`src/rtl/eth_tx_framer.sv`:
```
// GMII transmit framer: preamble/SFD, streamed frame bytes, optional zero pad, CRC-32 FCS, inter-frame gap.
// Define ETH_TX_AUTOPAD_EN to compile in the PAD state that zero-pads short frames to MIN_FRAME.
module eth_tx_framer #(
  parameter int PREAMBLE_LEN = 7,
  parameter int MIN_FRAME    = 60,
  parameter int MAX_FRAME    = 1514,
  parameter int IFG_LEN      = 12
) (
  input  logic       clock,
  input  logic       reset_n,
  input  logic [7:0] s_data,
  input  logic       s_valid,
  input  logic       s_last,
  output logic       s_ready,
  output logic       tx_en,
  output logic [7:0] tx_data,
  output logic       tx_er,
  output logic       busy,
  output logic       frame_done,
  output logic       frame_abort
);

  typedef enum logic [2:0] {
    IDLE,
    PRE,
    SFD,
    DATA,
`ifdef ETH_TX_AUTOPAD_EN
    PAD,
`endif
    FCS,
    IFG,
    DROP
  } state_t;

  localparam logic [10:0] MIN_W    = 11'(MIN_FRAME);
  localparam logic [10:0] MAX_W    = 11'(MAX_FRAME);
  localparam logic [15:0] PRE_LAST = 16'(PREAMBLE_LEN - 1);
  // The IDLE cycle before the next preamble supplies the last gap cycle.
  localparam logic [15:0] IFG_LAST = 16'(IFG_LEN - 2);
  localparam state_t      GAP_STATE = (IFG_LEN > 1) ? IFG : IDLE;
`ifdef ETH_TX_AUTOPAD_EN
  localparam state_t      SHORT_NEXT = PAD;
`else
  localparam state_t      SHORT_NEXT = FCS;
`endif

  state_t      state_q, state_d;
  logic [15:0] phase_q, phase_d;
  logic [10:0] byte_cnt_q, byte_cnt_d;
  logic [31:0] crc_q, crc_d;
  logic        tx_en_q, tx_en_d;
  logic [7:0]  tx_data_q, tx_data_d;
  logic        tx_er_q, tx_er_d;
  logic        frame_done_q, frame_done_d;
  logic        frame_abort_q, frame_abort_d;
  logic [10:0] byte_cnt_inc;
  logic [31:0] crc_inv;

  // Reflected CRC-32 (0x04C11DB7 reversed), one byte per call, LSB first.
  function automatic logic [31:0] crc_next(input logic [31:0] crc, input logic [7:0] data);
    logic [31:0] c;
    c = crc;
    for (int i = 0; i < 8; i++) begin
      c = (c[0] ^ data[i]) ? ((c >> 1) ^ 32'hEDB8_8320) : (c >> 1);
    end
    return c;
  endfunction

  assign byte_cnt_inc = (byte_cnt_q == 11'h7FF) ? byte_cnt_q : byte_cnt_q + 11'd1;
  assign crc_inv      = ~crc_q;

  always_comb begin
    state_d       = state_q;
    phase_d       = phase_q;
    byte_cnt_d    = byte_cnt_q;
    crc_d         = crc_q;
    tx_en_d       = 1'b0;
    tx_data_d     = 8'h00;
    tx_er_d       = 1'b0;
    frame_done_d  = 1'b0;
    frame_abort_d = 1'b0;
    case (state_q)
      IDLE: begin
        if (s_valid) begin
          state_d    = PRE;
          phase_d    = 16'd0;
          byte_cnt_d = 11'd0;
          crc_d      = 32'hFFFF_FFFF;
        end
      end
      PRE: begin
        tx_en_d   = 1'b1;
        tx_data_d = 8'h55;
        if (phase_q == PRE_LAST) begin
          state_d = SFD;
          phase_d = 16'd0;
        end else begin
          phase_d = phase_q + 16'd1;
        end
      end
      SFD: begin
        tx_en_d   = 1'b1;
        tx_data_d = 8'hD5;
        state_d   = DATA;
      end
      DATA: begin
        tx_en_d = 1'b1;
        phase_d = 16'd0;
        if (!s_valid) begin
          // The PHY stream cannot stall: poison the frame and discard the rest.
          tx_er_d       = 1'b1;
          frame_abort_d = 1'b1;
          state_d       = DROP;
        end else if (byte_cnt_q >= MAX_W) begin
          tx_er_d       = 1'b1;
          frame_abort_d = 1'b1;
          state_d       = s_last ? GAP_STATE : DROP;
        end else begin
          tx_data_d  = s_data;
          crc_d      = crc_next(crc_q, s_data);
          byte_cnt_d = byte_cnt_inc;
          if (s_last) begin
            state_d = (byte_cnt_inc < MIN_W) ? SHORT_NEXT : FCS;
          end
        end
      end
`ifdef ETH_TX_AUTOPAD_EN
      PAD: begin
        tx_en_d    = 1'b1;
        crc_d      = crc_next(crc_q, 8'h00);
        byte_cnt_d = byte_cnt_inc;
        phase_d    = 16'd0;
        if (byte_cnt_inc >= MIN_W) begin
          state_d = FCS;
        end
      end
`endif
      FCS: begin
        tx_en_d   = 1'b1;
        tx_data_d = crc_inv[{phase_q[1:0], 3'b000} +: 8];
        if (phase_q[1:0] == 2'd3) begin
          frame_done_d = 1'b1;
          state_d      = GAP_STATE;
          phase_d      = 16'd0;
        end else begin
          phase_d = phase_q + 16'd1;
        end
      end
      IFG: begin
        if (phase_q == IFG_LAST) begin
          state_d = IDLE;
          phase_d = 16'd0;
        end else begin
          phase_d = phase_q + 16'd1;
        end
      end
      DROP: begin
        if (s_valid && s_last) begin
          state_d = GAP_STATE;
          phase_d = 16'd0;
        end
      end
      default: begin
        state_d = IDLE;
      end
    endcase
  end

  always_ff @(posedge clock or negedge reset_n) begin
    if (!reset_n) begin
      state_q       <= IDLE;
      phase_q       <= 16'd0;
      byte_cnt_q    <= 11'd0;
      crc_q         <= 32'hFFFF_FFFF;
      tx_en_q       <= 1'b0;
      tx_data_q     <= 8'h00;
      tx_er_q       <= 1'b0;
      frame_done_q  <= 1'b0;
      frame_abort_q <= 1'b0;
    end else begin
      state_q       <= state_d;
      phase_q       <= phase_d;
      byte_cnt_q    <= byte_cnt_d;
      crc_q         <= crc_d;
      tx_en_q       <= tx_en_d;
      tx_data_q     <= tx_data_d;
      tx_er_q       <= tx_er_d;
      frame_done_q  <= frame_done_d;
      frame_abort_q <= frame_abort_d;
    end
  end

  assign s_ready     = (state_q == DATA) || (state_q == DROP);
  assign busy        = (state_q != IDLE);
  assign tx_en       = tx_en_q;
  assign tx_data     = tx_data_q;
  assign tx_er       = tx_er_q;
  assign frame_done  = frame_done_q;
  assign frame_abort = frame_abort_q;

endmodule
```
`config.mk`:
```
export PLATFORM = sky130hd
export DESIGN_NAME = eth_tx_framer
export DESIGN_NICKNAME = d
export VERILOG_FILES = /design/src/rtl/eth_tx_framer.sv
export SDC_FILE = /design/constraint.sdc
export NUM_CORES = 1
export LEC_CHECK = 0
export CAP_MARGIN = 20
export CORE_MARGIN = 2
export CORE_UTILIZATION = 30
export CTS_BUF_LIST = sky130_fd_sc_hd__clkbuf_16
export DETAILED_ROUTE_END_ITERATION = 7
export PLACE_DENSITY_LB_ADDON = 0.2
export SKIP_LAST_GASP = 1
export SYNTH_ARGS = -nofsm -noshare
export SYNTH_HDL_FRONTEND = slang
export SYNTH_SLANG_ARGS = --single-unit
export TNS_END_PERCENT = 30
```
`constraint.sdc`:
```
create_clock -name clock -period 2.1 [get_ports clock]
set_input_delay 0.525 -clock clock [delete_from_list [all_inputs] [get_ports clock]]
set_output_delay 0.525 -clock clock [all_outputs]
set_load 0.02 [all_outputs]
```
==> results.sh, run 1 <==
export IMPL_status="complete, no violations"
export IMPL_route_antenna_remaining_nets=0
export IMPL_syn_avg_cell_area_um2=10.17
export IMPL_clkSinkCount=73
export IMPL_clkTransAtPathRegs_ns=0.06
export IMPL_r2r_end="byte_cnt_q[7]"
export IMPL_synth_nets=446
export IMPL_cts_hold_buffers=0
export IMPL_drive_gt1_share_pct=27.24
export IMPL_synth_top_area_cell="dfrtp_1"
export IMPL_start_kind="flip-flop"
export IMPL_timing_rr_start="byte_cnt_q[1]"
export IMPL_worstRegToRegCells=7
export IMPL_n_antenna_cell=0
export IMPL_wl_per_cell_um=15.91
export IMPL_cts_root_buf="clkbuf_16"
export IMPL_nNetsFinal=526
export IMPL_hold_path_class="in2async"
export IMPL_layout_cells_non_filler=698
export IMPL_grt_pass1_wl_um=18280
export IMPL_grt_pass1_vias=3390
export IMPL_grt_antenna_before_repair=0
export IMPL_fin_ws_ns=0.06639
export IMPL_synthToLayoutAreaGrowth_pct=31.22
export IMPL_overflow=0
export IMPL_portBuffers=25
export IMPL_ir_worst_vdd_mv=0.5863
export IMPL_wl_um=11100
export IMPL_fin_util_pct=39.86
export IMPL_r2r_slack_ns=0.14
export IMPL_initial_core_util_pct=30.37
export IMPL_dieWidth_um=124.6
export IMPL_synth_edf_count=0
export IMPL_synth_cell_types=52
export IMPL_synth_cells=429
export IMPL_dpl_cell_area_um2=5305
export IMPL_cts_buffers=9
export IMPL_p_leak_nw=2.363
export IMPL_finalCritPeriodShare_pct=96.84
export IMPL_cp_arrival_ns=1.51
export IMPL_postSynth_asyncResetShare_pct=100.0
export IMPL_crit_required_ns=1.57
export IMPL_die_area_um2=15530
export IMPL_rsz0062_at_grt="yes"
export IMPL_ys_warn_count=0
export IMPL_synth_area_leaders="dfrtp_1, dfstp_2, xnor2_1, xor2_1, a21oi_1"
export IMPL_maxSlewViolCount=0
export IMPL_cts_tree="done"
export IMPL_finClkSkew_ns=0.007390
export IMPL_drt_pass1_iterations=4
export IMPL_dieHeight_um=124.6
export IMPL_design_area_um2=5727
export IMPL_dpl_hpwl_um=8180
export IMPL_place_congestion=0.8011
export IMPL_endpoint="s_ready"
export IMPL_h_tree_depth=3
export IMPL_critPathLaunch="state_q[0]"
export IMPL_tightest_slew_ns=0.6005
export IMPL_pin_count=26
export IMPL_relSlewSlack_pct=59.82
export IMPL_clk_latency_ns=0.35
export IMPL_synthFlopType="dfrtp_1"
export IMPL_viasPerCell=4.934
export IMPL_dp_cells=681
export IMPL_grt_max_degree=34
export IMPL_num_vias=3444
export IMPL_path_class="reg2out"
export IMPL_grt_usage_pct=14.96
export IMPL_cap_viol_max_count=0
export IMPL_netlist_area_um2=4364
export IMPL_worstSetupEndpointType="output port"
export IMPL_route_detailed_drc=0
export IMPL_powerDensity_nw_per_um2=1798
export IMPL_hold_violations=0
export IMPL_timing_fmax_mhz=491.7
export IMPL_synth_seq_cells=73
export IMPL_setup_violations=0
export IMPL_core_area_um2=14370
export IMPL_finalCriticalPeriod_ns=2.034
export IMPL_pre_cts_ws_ns=-0.3863
export IMPL_worstPathMaxFanout=5
export IMPL_rows=44
export IMPL_synth_top_area_share_pct=23.51
export IMPL_seq_area_frac_synth_pct=42.78
export IMPL_drtIter0Drc=256
export IMPL_clockBufferDepth=2
[Yosys cell counts, types with 2 or more instances]
cell type   n
dfrtp_1    41
a21oi_1    40
nor2_1     37
xnor2_1    37
xor2_1     34
dfstp_2    32
nand2_1    23
nor3_1     21
o21ai_0    21
clkbuf_1   13
nand3_1     9
and2_1      8
inv_1       8
mux4_2      8
or3_1       8
xnor2_2     8
o211ai_1    6
buf_2       5
ha_1        5
nand4_1     5
a211o_1     4
a31oi_1     4
and3_1      4
nand2b_1    4
nor4_1      4
o22a_1      3
o31ai_1     3
a21o_1      2
a41oi_1     2
and4_1      2
nor2b_1     2
o2111ai_1   2
o22ai_1     2
o31a_1      2
xor2_2      2
xor2_4      2
[critical path: stages, from the launching register on]
cell           delay, ns
dfrtp_1             0.41
nand2b_1            0.21
a21boi_0            0.19
dlygate4sd2_1       0.36
[cells by family after synthesis]
family	after synthesis	synth area share, %
compound gates	98	13.68
xor+xnor	85	20.30
fa+ha+maj	5	1.433
buf+inv	28	2.638
flops	73	42.78
mux	9	4.386
simple gates	131	14.79
[state kept, by name, summed over array words and instances, names as in the netlist]
register and count:
tx_en 1, frame_abort 1, crc_q 32, phase_q 16, state_q 3, byte_cnt_q 11
frame_done 1, tx_data 8
[timing repair]
action,in CTS,in global routing
resized for setup,1,8
setup endpoints to repair,3,8
pin swaps,0,2
setup buffers,0,1
[report_power, final]
part / total, mW / switching, mW / internal [mW]
clock network: 1.92 / 0.642 / 1.28
logic: 5.95 / 2.82 / 3.13
registers: 2.43 / 0.399 / 2.03
total: 10.3 / 3.86 / 6.44
[layout make-up]
class	instances	area, µm²
Inverter	8	30.03
Clock buffer	9	225.2
Timing Repair Buffer	89	799.5
Fill cell	1384	8642
Clock inverter	7	142.6
Sequential cell	73	1867
Multi-Input combinational cell	328	2432
Tap cell	184	230.2
[metrics by stage]
stage                     hold slack (ns)  power (mW)   TNS (ns)
after floorplan                    0.2294       6.162   -0.01133
after global placement             0.4441       8.331     -6.690
after detailed placement           0.4556       8.338     -7.250
after CTS                         0.08255       10.34    -0.2290
after global routing              0.09472       11.02  -0.005584
final                             0.07455       10.30          0
[per-layer routing]
metal / GRT usage (%) / routed length [µm] / vias to the layer above
met4: 6.345 / 206 / 0
li1: - / - / 1676
met1: 20.30 / 5321 / 1712
met2: 23.66 / 5348 / 43
met5: 0 / 0 / -
met3: 2.491 / 228 / 13
[worst min path at each step]
stage | startpoint | to | slack (ns)
final | reset_n | frame_abort | 0.07
after global routing | reset_n | frame_abort | 0.09
after floorplan | reset_n | byte_cnt_q[0] | 0.23
after detailed placement | reset_n | frame_abort | 0.46
after global placement | reset_n | frame_abort | 0.44
after CTS | reset_n | phase_q[10] | 0.08
[cell usage in the layout, fill, tap and decap left out, types with 4 or more instances in the layout]
cell type,count
a211o_1,4
a21oi_1,40
a31oi_1,4
and2_1,7
and3_1,4
buf_12,5
buf_4,60
bufinv_16,4
clkbuf_16,9
clkdlybuf4s50_1,19
dfrtp_1,41
dfstp_2,32
dlymetal6s2s_1,4
ha_1,4
inv_1,8
mux4_2,8
nand2_1,22
nand2b_1,4
nand3_1,9
nand4_1,5
nor2_1,37
nor3_1,21
nor4_1,4
o211ai_1,6
o21ai_0,21
or3_1,8
xnor2_1,35
xnor2_2,8
xor2_1,34
No activity file was read; power rests on OpenSTA's default activity.
==> run 2, diff against run 1 <==
Settings changed: TNS_END_PERCENT 30 to not set.
==> results.sh, run 2 (synthesis gave the netlist of run 1 again) <==
export IMPL_status="complete, no violations"
export IMPL_critical_path_max_stage_delay_ns=0.41
export IMPL_synthToLayoutAreaGrowth_pct=30.85
export IMPL_largest_register="crc_q"
export IMPL_tightest_slew_ns=0.5925
export IMPL_start_kind="flip-flop"
export IMPL_die_area_um2=15530
export IMPL_mostFrequentLayoutCells="buf_4, dfrtp_1, a21oi_1"
export IMPL_drtIter0Drc=258
export IMPL_pre_cts_ws_ns=-0.3863
export IMPL_route_antenna_remaining_nets=0
export IMPL_cts_tree="done"
export IMPL_dieHeight_um=124.6
export IMPL_wl_per_cell_um=15.95
export IMPL_slowest_stage="dfrtp_1"
export IMPL_grt_antenna_before_repair=0
export IMPL_grt_pass1_wl_um=18260
export IMPL_initial_core_util_pct=30.37
export IMPL_n_antenna_cell=0
export IMPL_cts_root_buf="clkbuf_16"
export IMPL_pin_count=26
export IMPL_dpl_hpwl_um=8180
export IMPL_fin_util_pct=39.74
export IMPL_dpl_cell_area_um2=5305
export IMPL_fillers=1385
export IMPL_design_area_um2=5710
export IMPL_crit_required_ns=1.57
export IMPL_top_regs="crc_q: 32 flops, phase_q: 16 flops, byte_cnt_q: 11 flops"
export IMPL_fin_total_pwr_mw=10.28
export IMPL_finalCriticalPeriod_ns=2.034
export IMPL_dieWidth_um=124.6
export IMPL_powerDensity_nw_per_um2=1800
export IMPL_ir_worst_vdd_mv=0.5858
export IMPL_h_tree_depth=3
export IMPL_wl_um=11120
export IMPL_multiInputGateArea_um2=2432
export IMPL_drive_gt1_share_pct=27.10
export IMPL_overflow=0
export IMPL_worstPathMaxFanout=5
export IMPL_grt_usage_pct=14.95
export IMPL_maxSlewViolCount=0
export IMPL_worstPathCellList="nand2b_1, a21boi_0, dlygate4sd2_1"
export IMPL_grt_max_degree=34
export IMPL_clockBufferDepth=2
export IMPL_core_area_um2=14370
export IMPL_clkTransAtPathRegs_ns=0.06
export IMPL_grt_pass1_vias=3384
export IMPL_clkSinkCount=73
export IMPL_timing_fmax_mhz=491.7
export IMPL_cts_buffers=9
export IMPL_largest_register_ffs=32
export IMPL_path_class="reg2out"
export IMPL_cp_arrival_ns=1.51
export IMPL_drt_pass1_iterations=4
export IMPL_cap_viol_max_count=0
export IMPL_viasPerCell=4.911
export IMPL_clk_latency_ns=0.35
export IMPL_p_leak_nw=2.331
export IMPL_finClkSkew_ns=0.007431
export IMPL_route_detailed_drc=0
export IMPL_num_vias=3423
export IMPL_post_cts_setup_buffers=0
export IMPL_nNetsFinal=525
export IMPL_final_common_cell="buf_4"
export IMPL_setup_violations=0
export IMPL_worstSetupEndpointType="output port"
export IMPL_rsz0062_at_grt="yes"
export IMPL_portBuffers=25
export IMPL_finalCritPeriodShare_pct=96.85
export IMPL_relSlewSlack_pct=60.35
export IMPL_regArea_um2=1867
export IMPL_hold_violations=0
export IMPL_fin_ws_ns=0.06622
export IMPL_rows=44
export IMPL_hold_path_class="in2async"
export IMPL_place_congestion=0.8011
## run 2: cell count changes in the layout (fill, tap and decap cells not counted), sizes merged
| cell | change |
|---|---|
| clkdlybuf4s50 | +2 |
| buf | -1 |
| dlygate4sd2 | +1 |
| dlymetal6s2s | -3 |
## run 2: final cells by class
type                            instances  area share, %
Multi-Input combinational cell        328          42.59
Tap cell                              184          4.032
Clock buffer                            9          3.944
Inverter                                8         0.5259
Clock inverter                          7          2.498
Sequential cell                        73          32.69
Timing Repair Buffer                   88          13.72
## run 2: repair_timing
action | CTS | global route
resized for setup | 3 | 4
hold buffers | 0 | 0
setup endpoints to repair | 3 | 12
## run 2: report_power, final
| group | switching (mW) | internal [mW] | total [mW] |
|---|---|---|---|
| registers | 0.399 | 2.03 | 2.43 |
| clock network | 0.639 | 1.28 | 1.92 |
| logic | 2.82 | 3.11 | 5.93 |
## run 2: worst max-delay path, delay by kind of cell, from the launching register on
kind	cells	cell delay (ns)
and+or+nand+nor	1	0.21
AOI/OAI and AO/OA	1	0.19
buffers and inverters	1	0.36
DFF	1	0.41
## run 2: stage by stage
stage | setup TNS [ns] | std cells | hold WS, ns
floorplan | -0.01133 | 429 | 0.2294
finish | 0 | 697 | 0.07477
global placement | -6.690 | 681 | 0.4441
CTS | 0 | 697 | 0.08255
global route | -0.03577 | 697 | 0.09472
detailed placement | -7.250 | 681 | 0.4556
## run 2: metal layers
metal  GRT usage [%]  wire, µm  vias to the layer above
li1                -         -                     1674
met1           20.27      5344                     1694
met2           23.66      5338                       41
met3           2.491       227                       14
met4           6.345       206                        0
met5               0         0                        -
## run 2: worst paths after layout
kind | start | end | slack [ns] | cells past startpoint
max in group asynchronous | reset_n | crc_q[14] | 1.38 | 2
worst max register to register | byte_cnt_q[1] | byte_cnt_q[7] | 0.14 | 7
worst min register to register | crc_q[15] | crc_q[15] | 0.52 | 2
worst min-delay path | reset_n | frame_abort | 0.07 | 1
min in group clock | crc_q[15] | crc_q[15] | 0.52 | 2
worst max-delay path | state_q[0] | s_ready | 0.07 | 3
==> run 3, diff against run 2 <==
Settings changed: CORE_ASPECT_RATIO set to 0.5.
==> results.sh, run 3 (synthesis gave the netlist of run 1 again) <==
export IMPL_pwr_share_comb_pct=61.1
export IMPL_dieHeight_um=89.29
export IMPL_rows=31
export IMPL_initial_core_util_pct=30.41
export IMPL_dpl_cell_area_um2=5373
export IMPL_finalSetupTns_ns=0
export IMPL_cts_buffers=9
export IMPL_cellInternalPower_mw=6.192
export IMPL_cts_root_buf="clkbuf_16"
export IMPL_mostFrequentLayoutCells="buf_4, dfrtp_1, a21oi_1"
export IMPL_layout_cells_non_filler=718
export IMPL_timing_fmax_mhz=492.8
export IMPL_grt_max_degree=30
export IMPL_worstSetupEndpointType="flip-flop"
export IMPL_pin_count=26
export IMPL_h_tree_depth=3
export IMPL_hold_violations=0
export IMPL_largest_register_ffs=32
export IMPL_n_antenna_cell=0
export IMPL_final_common_cell="buf_4"
export IMPL_grt_pass1_wl_um=18460
export IMPL_timing_rr_start="byte_cnt_q[1]"
export IMPL_p_leak_nw=2.340
export IMPL_largest_register="crc_q"
export IMPL_grt_usage_pct=15.43
export IMPL_wl_per_cell_um=15.47
export IMPL_finalCriticalPeriod_ns=2.029
export IMPL_wl_um=11100
export IMPL_start_kind="primary input"
export IMPL_worstPathMaxFanout=4
export IMPL_path_class="in2reg"
export IMPL_dieWidth_um=174.6
export IMPL_overflow=0
export IMPL_cap_viol_max_count=0
export IMPL_drive_gt1_share_pct=27.69
export IMPL_power_switching_mw=3.880
export IMPL_clockPowerShare_pct=14.8
export IMPL_status="complete, no violations"
export IMPL_synthToLayoutAreaGrowth_pct=30.68
export IMPL_r2r_slack_ns=0.15
export IMPL_sw_frac_of_total_pct=38.52
export IMPL_drt_pass1_iterations=4
export IMPL_portBuffers=25
export IMPL_pwr_share_seq_pct=24.2
export IMPL_num_vias=3386
export IMPL_worstRegToRegCells=7
export IMPL_grt_pass1_vias=3320
export IMPL_critPathLaunch="s_data[0]"
export IMPL_cts_hold_buffers=0
export IMPL_cts_tree="done"
export IMPL_route_antenna_remaining_nets=0
export IMPL_grt_antenna_before_repair=0
export IMPL_ir_worst_vdd_mv=0.6157
export IMPL_drtIter0Drc=189
export IMPL_finalCritPeriodShare_pct=96.63
export IMPL_viasPerCell=4.716
export IMPL_maxSlewViolCount=0
export IMPL_top_regs="crc_q: 32 flops, phase_q: 16 flops, byte_cnt_q: 11 flops"
export IMPL_relSlewSlack_pct=64.83
export IMPL_clkSinkCount=73
export IMPL_place_congestion=0.8086
export IMPL_r2r_end="byte_cnt_q[7]"
export IMPL_clockBufferDepth=2
export IMPL_design_area_um2=5703
export IMPL_die_area_um2=15590
export IMPL_core_area_um2=14350
export IMPL_finClkSkew_ns=0.003775
export IMPL_powerDensity_nw_per_um2=1766
export IMPL_tightest_slew_ns=0.5228
export IMPL_nNetsFinal=532
export IMPL_rsz0062_at_grt="yes"
export IMPL_clkTransAtPathRegs_ns=0.06
export IMPL_route_detailed_drc=0
export IMPL_endpoint="crc_q[19]"
export IMPL_setup_violations=0
export IMPL_hold_path_class="in2async"
export IMPL_dp_cells=700
export IMPL_dpl_hpwl_um=7985
export IMPL_cp_arrival_ns=2.30
export IMPL_crit_required_ns=2.37
export IMPL_clk_latency_ns=0.33
run 3: cell count changes in the layout (fill, tap and decap cells not counted), sizes merged, moves of 2 or more:
cell,before,now
bufinv,4,1
buf,64,71
inv,8,10
dlygate4sd2,2,0
clkinv,0,4
clkinvlp,3,0
run 3: worst min-delay path by stage:
stage / slack [ns] / endpoint / startpoint
after floorplan: 0.23 / byte_cnt_q[0] / reset_n
after global placement: 0.47 / tx_data[4] / reset_n
after detailed placement: 0.48 / tx_data[4] / reset_n
after CTS: 0.11 / tx_data[3] / reset_n
after global routing: 0.13 / tx_data[1] / reset_n
final: 0.12 / tx_data[6] / reset_n
run 3: power by group through the flow:
stage	clock, mW	sequential, mW	combinational [mW]
after floorplan	0	2.41	3.75
after global placement	0	2.44	6.07
after detailed placement	0	2.45	6.06
after CTS	1.53	2.43	6.08
after global routing	1.59	2.50	6.75
final	1.49	2.43	6.15
run 3: cell type report:
type	count	area, µm²
fill	1415	8648
multi-input combinational	328	2436
sequential	73	1867
timing repair buffer	95	843.3
tap	198	247.7
clock buffer	9	225.2
clock inverter	7	53.80
inverter	8	30.03
run 3: routing by layer:
metal | up-vias | track usage (%) | wire length (µm)
li1 | 1691 | - | -
met1 | 1640 | 22.26 | 5745
met2 | 45 | 23.88 | 4870
met3 | 10 | 2.934 | 367
met4 | 0 | 4.318 | 121
met5 | - | 0 | 0
run 3: what timing repair did:
item	in CTS	in global routing
hold endpoints to repair	0	0
buffers inserted	0	2
gates resized for setup	2	9
pin swaps	0	0
endpoints found under the setup margin	2	11
run 3: worst max-delay path, stage by stage:
cell and delay, ns:
clkdlybuf4s50_1 0.46, xnor2_2 0.15, buf_4 0.15, xnor2_2 0.35
xnor2_2 0.17, xor3_1 0.32, a21oi_1 0.15
run 3: per-stage QoR:
step / power [mW] / setup WS [ns] / util [%] / hold WS, ns
2_1_floorplan: 6.162 / -0.01133 / - / 0.2294
3_5_place_dp: 8.504 / -0.3119 / 37.44 / 0.4767
4_1_cts: 10.04 / -0.02380 / 39.36 / 0.1141
5_1_grt: 10.85 / -0.01318 / 39.74 / 0.1347
6_report: 10.07 / 0.07086 / 39.74 / 0.1155
3_3_place_gp: 8.505 / -0.2792 / 37.44 / 0.4740
